==> src/rtl/lif_spike_monitor.sv <==
// lif_spike_monitor: observes the LIF neuron spike/membrane outputs and
// produces per-window spike counts and peak state, inter-spike intervals
// and a burst flag. All state advances only on enabled cycles.
module lif_spike_monitor #(
    parameter int WINDOW_CYCLES = 256,
    parameter int CNT_W         = 8,
    parameter int ISI_W         = 12,
    parameter int BURST_ISI     = 4,
    parameter int BURST_MIN     = 2
) (
    input  logic             clk,
    input  logic             rst,
    input  logic             ena,
    input  logic             spike_in,
    input  logic [7:0]       state_in,
    output logic [CNT_W-1:0] win_count,
    output logic             win_sat,
    output logic [7:0]       win_peak,
    output logic             win_valid,
    output logic [ISI_W-1:0] isi,
    output logic             isi_valid,
    output logic             burst
);

    localparam int WC_W  = (WINDOW_CYCLES > 2) ? $clog2(WINDOW_CYCLES) : 1;
    localparam int RUN_W = (BURST_MIN >= 1) ? $clog2(BURST_MIN + 1) : 1;

    localparam logic [WC_W-1:0]  WC_LAST   = WC_W'(WINDOW_CYCLES - 1);
    localparam logic [ISI_W-1:0] ISI_SHORT = ISI_W'(BURST_ISI);
    localparam logic [RUN_W-1:0] RUN_MIN   = RUN_W'(BURST_MIN);

    // Saturating increment of the window spike counter.
    function automatic logic [CNT_W-1:0] cnt_sat_inc(input logic [CNT_W-1:0] v);
        return (v == {CNT_W{1'b1}}) ? v : v + 1'b1;
    endfunction

    // Saturating increment of the inter-spike timer.
    function automatic logic [ISI_W-1:0] isi_sat_inc(input logic [ISI_W-1:0] v);
        return (v == {ISI_W{1'b1}}) ? v : v + 1'b1;
    endfunction

    // Run of short ISIs only needs to count up to the burst threshold.
    function automatic logic [RUN_W-1:0] run_sat_inc(input logic [RUN_W-1:0] v);
        return (v >= RUN_MIN) ? v : v + 1'b1;
    endfunction

    function automatic logic [7:0] peak_max(input logic [7:0] a, input logic [7:0] b);
        return (a > b) ? a : b;
    endfunction

    logic [WC_W-1:0]  wc_q, wc_d;
    logic             spike_prev_q, spike_prev_d;
    logic [CNT_W-1:0] acc_cnt_q, acc_cnt_d;
    logic             acc_sat_q, acc_sat_d;
    logic [7:0]       acc_peak_q, acc_peak_d;
    logic [ISI_W-1:0] timer_q, timer_d;
    logic             first_q, first_d;
    logic [RUN_W-1:0] run_q, run_d;
    logic [CNT_W-1:0] win_count_q, win_count_d;
    logic             win_sat_q, win_sat_d;
    logic [7:0]       win_peak_q, win_peak_d;
    logic             win_valid_q, win_valid_d;
    logic [ISI_W-1:0] isi_q, isi_d;
    logic             isi_valid_q, isi_valid_d;
    logic             burst_q, burst_d;

    logic             evt;
    logic             term;
    logic [CNT_W-1:0] cnt_nx;
    logic             sat_nx;
    logic [7:0]       peak_nx;
    logic [RUN_W-1:0] run_nx;

    // A held-high spike counts once: only the enabled rising edge is an event.
    assign evt  = ena & spike_in & ~spike_prev_q;
    assign term = ena & (wc_q == WC_LAST);

    // Next-state logic for window accumulation, ISI timing and burst tracking.
    always_comb begin
        cnt_nx       = acc_cnt_q;
        sat_nx       = acc_sat_q;
        peak_nx      = acc_peak_q;
        run_nx       = run_sat_inc(run_q);

        wc_d         = wc_q;
        spike_prev_d = spike_prev_q;
        acc_cnt_d    = acc_cnt_q;
        acc_sat_d    = acc_sat_q;
        acc_peak_d   = acc_peak_q;
        timer_d      = timer_q;
        first_d      = first_q;
        run_d        = run_q;
        win_count_d  = win_count_q;
        win_sat_d    = win_sat_q;
        win_peak_d   = win_peak_q;
        win_valid_d  = 1'b0;
        isi_d        = isi_q;
        isi_valid_d  = 1'b0;
        burst_d      = burst_q;

        if (ena) begin
            spike_prev_d = spike_in;
            wc_d         = term ? '0 : wc_q + 1'b1;

            // The terminal cycle's own event and state are part of the window.
            if (evt) begin
                if (acc_cnt_q == {CNT_W{1'b1}}) begin
                    sat_nx = 1'b1;
                end else begin
                    cnt_nx = cnt_sat_inc(acc_cnt_q);
                end
            end
            peak_nx = peak_max(acc_peak_q, state_in);

            if (term) begin
                win_count_d = cnt_nx;
                win_sat_d   = sat_nx;
                win_peak_d  = peak_nx;
                win_valid_d = 1'b1;
                acc_cnt_d   = '0;
                acc_sat_d   = 1'b0;
                acc_peak_d  = '0;
            end else begin
                acc_cnt_d   = cnt_nx;
                acc_sat_d   = sat_nx;
                acc_peak_d  = peak_nx;
            end

            // The timer value at an event is the interval since the previous one.
            if (evt) begin
                timer_d = ISI_W'(1);
                first_d = 1'b1;
                if (first_q) begin
                    isi_d       = timer_q;
                    isi_valid_d = 1'b1;
                    if (timer_q <= ISI_SHORT) begin
                        run_d = run_nx;
                        if (run_nx >= RUN_MIN) begin
                            burst_d = 1'b1;
                        end
                    end else begin
                        run_d   = '0;
                        burst_d = 1'b0;
                    end
                end
            end else begin
                timer_d = isi_sat_inc(timer_q);
                // Silence longer than a short ISI ends any burst in progress.
                if (timer_q > ISI_SHORT) begin
                    run_d   = '0;
                    burst_d = 1'b0;
                end
            end
        end
    end

    // State register with synchronous active-high reset.
    always_ff @(posedge clk) begin
        if (rst) begin
            wc_q         <= '0;
            spike_prev_q <= 1'b0;
            acc_cnt_q    <= '0;
            acc_sat_q    <= 1'b0;
            acc_peak_q   <= '0;
            timer_q      <= '0;
            first_q      <= 1'b0;
            run_q        <= '0;
            win_count_q  <= '0;
            win_sat_q    <= 1'b0;
            win_peak_q   <= '0;
            win_valid_q  <= 1'b0;
            isi_q        <= '0;
            isi_valid_q  <= 1'b0;
            burst_q      <= 1'b0;
        end else begin
            wc_q         <= wc_d;
            spike_prev_q <= spike_prev_d;
            acc_cnt_q    <= acc_cnt_d;
            acc_sat_q    <= acc_sat_d;
            acc_peak_q   <= acc_peak_d;
            timer_q      <= timer_d;
            first_q      <= first_d;
            run_q        <= run_d;
            win_count_q  <= win_count_d;
            win_sat_q    <= win_sat_d;
            win_peak_q   <= win_peak_d;
            win_valid_q  <= win_valid_d;
            isi_q        <= isi_d;
            isi_valid_q  <= isi_valid_d;
            burst_q      <= burst_d;
        end
    end

    assign win_count = win_count_q;
    assign win_sat   = win_sat_q;
    assign win_peak  = win_peak_q;
    assign win_valid = win_valid_q;
    assign isi       = isi_q;
    assign isi_valid = isi_valid_q;
    assign burst     = burst_q;

endmodule

==> config.mk <==
export PLATFORM = sky130hd
export DESIGN_NAME = lif_spike_monitor
export DESIGN_NICKNAME = d
export VERILOG_FILES = /design/src/rtl/lif_spike_monitor.sv
export SDC_FILE = /design/constraint.sdc
export NUM_CORES = 1
export LEC_CHECK = 0
export ABC_AREA = 1
export CAP_MARGIN = 40
export CORE_ASPECT_RATIO = 1.75
export CORE_UTILIZATION = 50
export DETAILED_ROUTE_END_ITERATION = 6
export PLACE_DENSITY = 0.71
export SYNTH_ARGS = -nofsm -noshare
export SYNTH_HDL_FRONTEND = slang
export SYNTH_SLANG_ARGS = --single-unit
==> constraint.sdc <==
create_clock -name clk -period 4.8 [get_ports clk]
set_clock_uncertainty 0.1 [all_clocks]
set_input_delay 0.96 -clock clk [delete_from_list [all_inputs] [get_ports clk]]
set_output_delay 0.96 -clock clk [all_outputs]
set_load 0.02 [all_outputs]
# Yosys cells after proc, flatten, opt, wreduce, memory -nomap -nowiden
# Index checks and enable logic that the tools add are counted.
dict set report word_totals {
  latch_bits 0
  in_bits 12
  memories 0
  out_inout_bits 32
  romBits 0
  ram_bits 0
  elab_cells 68
  register_bits 73
}
dict set report op_classes {
  multipliers 0
  n_div 0
  bitwise 6
  magnitude_cmp 5
  shift 0
  n_eq_ne 6
  mux 23
  n_reduce_logical 9
  n_addsub 4
}
# cell count
set op_table {}
lappend op_table {{two-way mux 8 bit} 6}
lappend op_table {{two-way mux 12 bit} 2}
lappend op_table {{adder 8 x 1 -> 8 bit, second input constant} 2}
lappend op_table {{equality test 8 bit, second input constant} 2}
lappend op_table {{adder 12 x 1 -> 12 bit, second input constant} 1}
lappend op_table {{equality test 12 bit, second input constant} 1}
lappend op_table {{> comparator 12 x 3 -> 1 bit, second input constant} 1}
lappend op_table {{less-or-equal comparator 12 x 3 -> 1 bit, second input constant} 1}
lappend op_table {{two-way mux 1 bit} 10}
lappend op_table {{two-way mux 2 bit} 5}
lappend op_table {{> comparator 8 bit} 1}
lappend op_table {{AND reduction 2 bit} 3}
lappend op_table {{AND reduction 3 bit} 2}
lappend op_table {{>= comparator 2 bit, second input constant} 2}
lappend op_table {{!= test 2 bit, second input constant} 2}
lappend op_table {{AND reduction 4 bit} 1}
lappend op_table {{AND 1 bit} 3}
lappend op_table {{!= test 3 x 2 -> 1 bit, second input constant} 1}
lappend op_table {{inverter 1 bit} 3}
lappend op_table {{OR reduction 3 bit} 1}
lappend op_table {{adder 2 x 1 -> 2 bit, second input constant} 1}
lappend op_table {{nonzero test 2 bit} 1}
lappend op_table {{OR reduction 2 bit} 1}

# Depth between registers and ports, before layout
# Gate-level depths: netlist (run 1).
dict set report depth {
  word_depth 7
  depth_mapped 13
}

# Worst setup path before layout (run 1)
# OpenSTA, ideal clock, no wires.
dict set report synth_timing {
  kind {input port to flip-flop}
  startpoint {in state_in[7]}
  endpoint {reg acc_peak_q[0]}
  path_buffers 0
  t_arrival_ns 2.082
  setup_slack_ns 2.484
  path_stages 9
  required_time_ns 4.566
  path_cell_list {inv_1 ha_1 nand2_1 nor2_1 nand4_2 nand2_1 nand2_1 nand3_1 a21oi_1}
}
dict set report synth_via {
  elab_chain_len 3
}
# item line_no
set synth_rtl {}
lappend synth_rtl {{start, declared} 15} ;# input logic [7:0] state_in,
lappend synth_rtl {{> comparator 8 bit} 48} ;# return (a > b) ? a : b;
lappend synth_rtl {{two-way mux 8 bit} 48}
lappend synth_rtl {{two-way mux 8 bit} 115} ;# if (term) begin
lappend synth_rtl {{end signal, assigned} 180} ;# acc_peak_q <= acc_peak_d;
lappend synth_rtl {{end, declared} 55} ;# logic [7:0] acc_peak_q, acc_peak_d;
# Every way passes these cells.
# A chain may end at the register's enable or synchronous reset.

# Final worst setup path (run 1)
dict set report layout_timing {
  startpoint {in ena}
  endpoint {reg burst_q (netlist: burst)}
}
dict set report layout_via {
  elab_chain_len 4
  elab_cells_between_ends 7
  cone_classes {eq/ne (2); mux (1); bitwise (2); reduce/logical (2)}
}
# item line_no
set layout_rtl {}
lappend layout_rtl {{start, declared} 13} ;# input logic ena,
lappend layout_rtl {{AND 1 bit (2 in a row)} 75} ;# assign evt = ena & spike_in & ~spike_prev_q;
lappend layout_rtl {{!= test 3 x 2 -> 1 bit (no source line), or another cell as far along} -}
lappend layout_rtl {{AND reduction 4 bit (no source line)} -}
lappend layout_rtl {{end signal, assigned} 190} ;# burst_q <= burst_d;
lappend layout_rtl {{end, declared} 65} ;# logic burst_q, burst_d;
# Several ways; a longest one is shown, not always the timed one.

==> impl_metrics.csv, run 1 <==
group,metric,value,unit
floorplan,die_height,111.6,um
critical_path,crit_path_end_kind,"flip-flop",
logic_synthesis,async_reset_ff_share,0,%
global_route,grt_start_max_net_pins,32,
logic_synthesis,ys_types,33,
hold_path,min_to,"win_peak[0]",
critical_path,startpoint_type,"primary input",
critical_path,critical-path-max-stage-delay,460,ps
critical_path,path_class,"in2reg",
hold_path,hold_depth,2,
timing,finalSetupViolCount,0,
hold_path,holdCritStartpoint,"win_peak[0]",
clocking,cts_hold_buf,0,
finish,fill_cells,622,
clocking,cts.sinks,73,
global_route,grt-ovfl-total,0,
finish,fin_util,63.80,%
power_and_ir_drop,leakagePower,1.745,nW
logic_synthesis,syn_nets,500,
floorplan,die_w,64.65,um
clocking,path_clk_slew,50,ps
clocking,worstSkewPairLatency,330,ps
placed_design,gp_congestion,0.8503,
global_route,antenna_found_initial,0,
power_and_ir_drop,power_density,338.3,nW/um^2
power_and_ir_drop,intPower,1.104,mW
critical_path,slowest_stage,"clkdlybuf4s50_1",
logic_synthesis,synth_seq_cells,73,
floorplan,core,6588,sq um
logic_synthesis,netlist_instances,474,
detailed_routing,dr.max_layer_used,"met4",
timing,slew_headroom,43.28,%
floorplan,ios,44,
critical_path,cp.depth,12,
finish,drive_gt1_share,7.336,%
detailed_routing,vias_per_cell,5.298,
global_route,grt_pass1_vias,3010,
power_and_ir_drop,p_clk_share,48.3,%
logic_synthesis,syn_area,3435,sq um
floorplan,num_rows,39,
timing,grt_setup_unrepaired,"false",
critical_path,reg2regPathDepth,6,
power_and_ir_drop,comb_power_share,7.4,%
hold_path,hold_path_class,"reg2reg",
finish,seqCellArea,1461,sq um
flow_run,cap_violations,0,
critical_path,path_cells,"clkdlybuf4s50_1 -> buf_4 -> nand2_1 -> nor2_2 -> buf_4 -> nand2_1 -> nand2_1 -> nand2_1 -> inv_1 -> nand2_1 -> nand2_1 -> nor2_1",
finish,final_nets,541,
timing,finalCriticalPeriod,2995,ps
detailed_routing,routedWlPerCell,13.10,um
timing,fmax,333.9,MHz
clocking,clock_tree.buffer_depth,2,
power_and_ir_drop,switchingPower,318.1,uW
detailed_routing,via_count,3179,
power_and_ir_drop,ir_drop,0.2088,mV
clocking,root_buffer,"clkbuf_16",
logic_synthesis,ys_seq_area_share,42.55,%
detailed_routing,dr_wl_met2,4112,um
clocking,cts-buffers-inserted,9,
timing,timing.final.crit_share,62.39,%
critical_path,worst-path-buf-inv,4,
detailed_routing,dr_wl_met3,256,um
detailed_routing,ant_nets,0,
critical_path,r2r-end,"win_count[2]",
finish,area_delta_synth_final,22.37,%
floorplan,die_area,7218,sq um
detailed_routing,drt-total-wl,7860,um
power_and_ir_drop,pwr-share-seq,44.4,%
placed_design,port-buffer-count,43,
timing,finalSetupTns,0,ps
floorplan,start_util,52.14,%
critical_path,cp_data_arrival_time,3120,ps
timing,tightest_slew,847.6,ps
critical_path,ff2ff_setup_slack,2510,ps
timing,hold_slack,353.7,ps
critical_path,cp_common_cell,"nand2_1",
finish,diodes,0,
critical_path,critPathTopFamily,"buffers and inverters",
global_route,grt_pass1_wl,13320,um
detailed_routing,drc,0,
timing,drv_slew,0,
logic_synthesis,synth_warnings,0,
power_and_ir_drop,p_sw_share,22.37,%
finish,multi_input_area,1688,sq um
logic_synthesis,syn_avg_cell_area,7.246,sq um
detailed_routing,dr.pass1.iters,4,
status,status,"finished clean",
critical_path,cp.required,4930,ps
clocking,h-tree-depth,3,
detailed_routing,met1_length,3157,um
detailed_routing,drt_iter0_markers,254,
clocking,cts_resized,0,
timing,hold_violations,0,
logic_synthesis,synth_top_flop_cell,"dfxtp_1",
global_route,grt_usage,23.85,%
clocking,cts_setup_buffers,0,
critical_path,rr_startpoint,"wc_q[4]",
clocking,tritoncts,"built",
logic_synthesis,synth-edff-count,0,
critical_path,path_max_fanout,31,
placed_design,hpwl,5792,um
==> layer usage <==
layer	GRT usage, %	up-vias
li1	-	1609
met1	24.57	1452
met2	42.67	89
met3	4.816	29
met4	14.81	0
met5	0	-
==> power by group through the flow <==
stage	logic (mW)	registers, mW	clock network, mW
2_1_floorplan	0.0779	0.640	0
3_3_place_gp	0.102	0.643	0
3_5_place_dp	0.104	0.644	0
4_1_cts	0.105	0.631	0.697
5_1_grt	0.119	0.633	0.723
6_report	0.105	0.631	0.686
==> cells in the final DEF, fill, tap and decap left out <==
master / count
nand2_2: 6
bufinv_16: 2
nor3_2: 2
clkinv_2: 2
dfxtp_1: 73
nor2_1: 50
nand4_1: 10
nor2_4: 3
nand2_1: 113
ha_1: 14
or2_2: 2
o21ai_0: 4
clkbuf_16: 9
inv_1: 49
nor2_2: 3
o211a_1: 1
inv_2: 3
a21o_1: 1
o21ai_1: 9
nor3b_1: 2
nand3b_1: 1
buf_4: 3
nand4_2: 1
and3_1: 1
nand3_1: 55
nor3_1: 10
clkbuf_1: 1
clkinv_1: 1
a31oi_1: 1
a31o_2: 1
xor2_1: 9
a21oi_1: 31
clkdlybuf4s50_1: 43
nand3_2: 1
o21bai_1: 1
==> layout make-up <==
type | count | share of cell area [%]
sequential | 73 | 34.77
multi-input combinational | 332 | 40.16
inverter | 53 | 4.734
clock buffer | 10 | 5.448
timing repair buffer | 46 | 10.78
clock inverter | 4 | 1.667
tap | 82 | 2.441
==> tightest hold or removal path, delay by kind of cell, from the launching register on <==
family / cells / cell delay, ps
DFF: 1 / 300
and+or+nand+nor: 2 / 110
==> synth_stat cells (2+ instances only) <==
library cell	number	share of area [%]
nand2_1	113	12
dfxtp_1	73	43
nand3_1	55	8.0
nor2_1	50	5.5
inv_1	49	5.4
a21oi_1	31	4.5
ha_1	14	5.1
nand4_1	10	1.8
nor3_1	10	1.5
o21ai_1	9	1.3
xor2_1	9	2.3
clkbuf_1	7	0.77
buf_2	6	0.87
nand2_2	6	1.1
o21ai_0	4	0.58
inv_2	3	0.33
nor2_2	3	0.55
nor2_4	3	0.98
buf_6	2	0.66
nor3_2	2	0.58
nor3b_1	2	0.44
or2_2	2	0.36
==> metrics by stage <==
step	instances	total power, mW	setup slack, ps	cell area (sq um)
final	600	1.422	1805	4203
after global routing	600	1.474	1558	4203
after CTS	600	1.432	1797	4203
after detailed placement	586	0.7482	1445	3904
after global placement	586	0.7450	1522	3904
after floorplan	474	0.7174	2484	3435
==> sequential cells by signal, indices dropped and copies added (netlist names) <==
name	flops
acc_cnt_q	8
acc_peak_q	8
acc_sat_q	1
burst	1
first_q	1
isi	12
isi_valid	1
run_q	2
spike_prev_q	1
timer_q	12
wc_q	8
win_count	8
win_peak	8
win_sat	1
win_valid	1
==> how the worst max path moves through the flow <==
stage,startpoint,endpoint
final,ena,burst
after global routing,ena,burst
after CTS,ena,burst
after detailed placement,ena,burst
after global placement,ena,burst
after floorplan,state_in[7],acc_peak_q[0]
==> cell families (layout without fill, tap and decap cells) <==
kind of cell	Yosys count	in the layout	share of synthesized area, %
fa+ha+maj	14	14	5.100
flops	73	73	42.55
xor+xnor	9	9	2.295
simple gates	260	260	34.17
buf+inv	69	113	8.306
compound gates	49	49	7.578
(Power assumes the default switching activity.)
==> run 2, diff against run 1 <==
PLACE_DENSITY = 0.74   (was 0.71)
clock period = 2.5 ns   (was 4.8 ns; I/O delays follow)
==> run 2 against run 1 <==
Against the previous run: setup slack got worse by 1400 ps; hold slack got worse by 0.82 ps; critical path depth down 1; global-route usage rose by 0.21 points; total power rose by 83%; final cell count is 2.0% higher; critical endpoint is now acc_peak_q[0]; largest cell class unchanged.
==> impl_metrics.csv, run 2 (synthesis results as in run 1) <==
group,metric,value,unit
timing,tightest_slew,463.8,ps
clocking,cts_setup_buffers,0,
finish,diodes,0,
finish,fin_util,64.77,%
clocking,root_buffer,"clkbuf_16",
global_route,grt_pass1_vias,3091,
floorplan,start_util,52.14,%
clocking,path_clk_slew,50,ps
floorplan,num_rows,39,
clocking,cts.sinks,73,
finish,area_delta_synth_final,24.23,%
timing,hold_slack,352.9,ps
detailed_routing,drc,0,
timing,grt_setup_unrepaired,"false",
placed_design,place_inst,596,
floorplan,core,6588,sq um
finish,fill_cells,597,
detailed_routing,drt_iter0_markers,143,
finish,layout.cells.non_filler,612,
clocking,h-tree-depth,3,
clocking,tritoncts,"built",
global_route,grt_start_max_net_pins,38,
flow_run,cap_violations,0,
clocking,cts-buffers-inserted,9,
clocking,worstSkewPairLatency,330,ps
critical_path,crit_path_end_kind,"flip-flop",
placed_design,pre_cts_ws,40.35,ps
power_and_ir_drop,power_density,610.8,nW/um^2
finish,multi_input_area,1688,sq um
critical_path,cp.required,2660,ps
finish,drive_gt1_share,9.245,%
timing,drv_slew,0,
detailed_routing,dr.pass1.iters,4,
global_route,antenna_found_initial,0,
floorplan,ios,44,
timing,finalSetupTns,0,ps
finish,seqCellArea,1461,sq um
finish,layout_common_cells,"nand2_1 (113), dfxtp_1 (73), nand3_1 (55)",
clocking,cts_hold_buf,0,
global_route,grt-ovfl-total,0,
timing,finalSetupViolCount,0,
timing,timing.final.crit_share,84.85,%
critical_path,cp_data_arrival_time,2280,ps
power_and_ir_drop,leakagePower,1.790,nW
critical_path,path_class,"in2reg",
timing,finalWorstSetupSlack,378.9,ps
critical_path,path_max_fanout,8,
finish,final_nets,551,
placed_design,hpwl,5776,um
detailed_routing,routedWlPerCell,12.91,um
detailed_routing,ant_nets,0,
floorplan,die_height,111.6,um
clocking,cts_resized,0,
floorplan,die_w,64.65,um
detailed_routing,drt-total-wl,7899,um
timing,fmax,471.4,MHz
placed_design,gp_congestion,0.9541,
clocking,clock_tree.buffer_depth,2,
timing,hold_violations,0,
detailed_routing,vias_per_cell,5.201,
critical_path,ff2ff_setup_slack,530,ps
power_and_ir_drop,ir_drop,0.4546,mV
floorplan,die_area,7218,sq um
finish,mostFrequentLayoutCell,"nand2_1",
critical_path,startpoint_type,"primary input",
status,status,"finished clean",
placed_design,port-buffer-count,43,
hold_path,hold_path_class,"reg2reg",
global_route,grt_usage,24.07,%
timing,slew_headroom,69.04,%
detailed_routing,via_count,3183,
global_route,grt_pass1_wl,13400,um
timing,finalCriticalPeriod,2121,ps
run 2: cell types whose count changed in the layout (fill, tap and decap cells not counted):
cell       change
buf_4          +9
bufinv_16      -2
clkbuf_8       +2
buf_12         +1
clkbuf_1       +1
clkinv_2       +1
run 2: layout make-up:
type,instances,share of cell area (%)
Sequential cell,73,34.25
Inverter,53,4.663
Tap cell,82,2.405
Clock inverter,3,0.3519
Timing Repair Buffer,56,12.67
Multi-Input combinational cell,332,39.56
Clock buffer,13,6.100
run 2: power by group:
| group | leakage (nW) | switching (mW) | internal (mW) | total, mW |
|---|---|---|---|---|
| registers | 0.591 | 0.0232 | 1.19 | 1.21 |
| logic | 1.06 | 0.132 | 0.0842 | 0.216 |
| clock network | 0.139 | 0.458 | 0.720 | 1.18 |
run 2: layer usage:
metal	vias to the layer above	GRT usage, %	wire, um
li1	1633	-	-
met5	-	0	0
met3	16	5.840	310
met4	0	12.59	231
met1	1452	24.39	3155
met2	82	43.93	4201
run 2: per-stage QoR:
step                      area, sq um  power, mW
after floorplan                  3435      1.377
after global placement           3991      1.444
after detailed placement         3991      1.452
after CTS                        4267      2.628
after global routing             4267      2.704
final                            4267      2.606
run 2: worst paths after layout:
check	start	to	cells after the start
worst max-delay path	state_in[7]	acc_peak_q[0]	11
worst max register to register	timer_q[1]	timer_q[0]	12
worst min register to register	win_count[3]	win_count[3]	2
worst min-delay path	win_count[3]	win_count[3]	2
run 2: worst max-delay path, cell delays in order:
cell,delay (ps)
clkdlybuf4s50_1,460
inv_1,60
ha_1,290
nand2_1,70
nor2_1,180
nand2_1,90
nand2_2,60
nand2_1,190
nand2_1,140
nand3_1,70
a21oi_1,160
==> run 3, diff against run 2 <==
PLACE_DENSITY = 0.71   (was 0.74)
clock period = 2.05 ns   (was 2.5 ns; I/O delays follow)
==> run 3 against run 2 <==
Against the previous run: sequential share of layout area shrank 1.1 points; die area is the same; combinational power grew 33%; final cell count grew 3.1%; wire length grew 3.2%; register-to-register slack lost 310 ps; sequential cell count is the same; design area grew 3.4%; sequential power grew 21%; total power grew 23%; critical path type unchanged; critical endpoint is now acc_peak_q[7]; largest cell class unchanged.
==> impl_metrics.csv, run 3 (synthesis results as in run 1) <==
group,metric,value,unit
finish,area_delta_synth_final,28.49,%
critical_path,startpoint_type,"primary input",
placed_design,hpwl,6128,um
finish,layout.cells.non_filler,631,
power_and_ir_drop,ir_drop,0.6499,mV
clocking,h-tree-depth,3,
clocking,worstSkewPairLatency,330,ps
critical_path,path_cells,"clkdlybuf4s50_1 -> inv_1 -> ha_1 -> a21oi_1 -> nor2_1 -> nor2_1 -> nand2_2 -> buf_4 -> nand3_1 -> nand3_1 -> a21oi_1",
critical_path,critPathTopFamily,"buffers and inverters",
placed_design,place_inst,615,
floorplan,die_w,64.65,um
finish,layout_common_cells,"nand2_1 (112), dfxtp_1 (73), nand3_1 (55)",
power_and_ir_drop,power_density,724.2,nW/um^2
timing,drv_slew,0,
detailed_routing,via_count,3265,
critical_path,cp_data_arrival_time,2100,ps
detailed_routing,drt_iter0_markers,155,
power_and_ir_drop,leakagePower,1.876,nW
clocking,tritoncts,"built",
global_route,grt_pass1_wl,14060,um
finish,mostFrequentLayoutCell,"nand2_1",
timing,grt_setup_unrepaired,"false",
clocking,cts.sinks,73,
power_and_ir_drop,comb_power_share,9.0,%
global_route,grt_start_max_net_pins,18,
status,status,"finished clean",
floorplan,ios,44,
detailed_routing,ant_nets,0,
flow_run,cap_violations,0,
timing,hold_violations,0,
clocking,path_clk_slew,60,ps
power_and_ir_drop,p_sw_share,23.23,%
floorplan,core,6588,sq um
placed_design,port-buffer-count,43,
critical_path,worst-path-buf-inv,3,
timing,finalSetupViolCount,0,
critical_path,path_class,"in2reg",
finish,diodes,0,
floorplan,start_util,52.14,%
detailed_routing,routedWlPerCell,12.91,um
critical_path,cp.required,2210,ps
floorplan,die_area,7218,sq um
detailed_routing,drc,0,
timing,fmax,515.0,MHz
critical_path,slowest_stage,"clkdlybuf4s50_1",
detailed_routing,drt-total-wl,8149,um
placed_design,dpl_cell_area,4134,sq um
floorplan,num_rows,39,
clocking,cts-buffers-inserted,9,
timing,timing.final.crit_share,94.72,%
detailed_routing,dr.pass1.iters,4,
clocking,clock_tree.buffer_depth,2,
critical_path,crit_path_end_kind,"flip-flop",
finish,final_nets,570,
global_route,grt-ovfl-total,0,
detailed_routing,vias_per_cell,5.174,
timing,slew_headroom,69.26,%
finish,drive_gt1_share,12.39,%
hold_path,hold_path_class,"reg2reg",
power_and_ir_drop,intPower,2.453,mW
power_and_ir_drop,switchingPower,742.5,uW
critical_path,critical-path-max-stage-delay,450,ps
power_and_ir_drop,p_total,3.196,mW
timing,finalCriticalPeriod,1942,ps
finish,final_area,4413,sq um
power_and_ir_drop,pwr-share-seq,46.2,%
clocking,root_buffer,"clkbuf_16",
critical_path,path_max_fanout,8,
global_route,grt_pass1_vias,3259,
timing,tightest_slew,460.6,ps
finish,fill_cells,589,
power_and_ir_drop,p_clk_share,44.8,%
global_route,antenna_found_initial,0,
finish,fin_util,66.99,%
floorplan,die_height,111.6,um
global_route,grt_usage,25.08,%
placed_design,gp_congestion,0.9478,
clocking,cts_setup_buffers,0,
run 3: cell types whose count changed in the layout (fill, tap and decap cells not counted), sizes merged:
cell	delta
clkinvlp	+1
clkbuf	+1
clkinv	-2
buf	+19
run 3: power by group through the flow:
stage | sequential (mW) | clock (mW) | combinational (mW)
after floorplan | 1.50 | 0 | 0.182
after global placement | 1.50 | 0 | 0.278
after detailed placement | 1.50 | 0 | 0.289
after CTS | 1.47 | 1.46 | 0.290
after global routing | 1.48 | 1.55 | 0.323
final | 1.47 | 1.43 | 0.288
run 3: worst paths after layout:
path / startpoint / endpoint / slack [ps] / cells past startpoint
setup / recovery: state_in[5] / acc_peak_q[7] / 110 / 11
hold / removal: win_peak[7] / win_peak[7] / 350 / 2
setup reg to reg: timer_q[0] / timer_q[4] / 220 / 11
hold reg to reg: win_peak[7] / win_peak[7] / 350 / 2
run 3: routing by layer:
metal  vias up  share of wire, %  track usage, %
met5         -                 0               0
met4         0               3.0           13.48
met3        19               2.4           5.123
met2        80                54           46.46
met1      1496                40           25.24
li1       1670                 -               -
run 3: area by class of cell:
class | instances | area [sq um] | share of cell area [%]
tap | 82 | 102.6 | 2.325
clock inverter | 2 | 12.51 | 0.2835
clock buffer | 14 | 264.0 | 5.982
sequential | 73 | 1461 | 33.12
timing repair buffer | 75 | 683.2 | 15.48
multi-input combinational | 332 | 1690 | 38.30
inverter | 53 | 198.9 | 4.508
run 3: worst reg2reg max path, stage by stage, from the launching register on:
cell     delay, ps
dfxtp_1        380
ha_1           200
nand2_1         90
inv_2           80
nand2_2         60
nor2_4         110
nand2_2         80
nor2_4         110
nand2_2        160
nand2_2        200
nand2_1         70
a21oi_1        130
run 3: through the flow:
step | setup WS (ps) | TNS, ps | hold WS, ps
2_1_floorplan | 284.4 | 0 | 344.6
3_3_place_gp | -239.0 | -4034 | 337.9
3_5_place_dp | -279.4 | -4985 | 342.4
4_1_cts | 53.68 | 0 | 356.9
5_1_grt | 0.7214 | 0 | 364.6
6_report | 108.2 | 0 | 352.4
run 3: repair_timing:
action	4_1_cts	5_1_grt
endpoints found under the setup margin	0	16
hold buffers	0	0
resized for setup	0	1
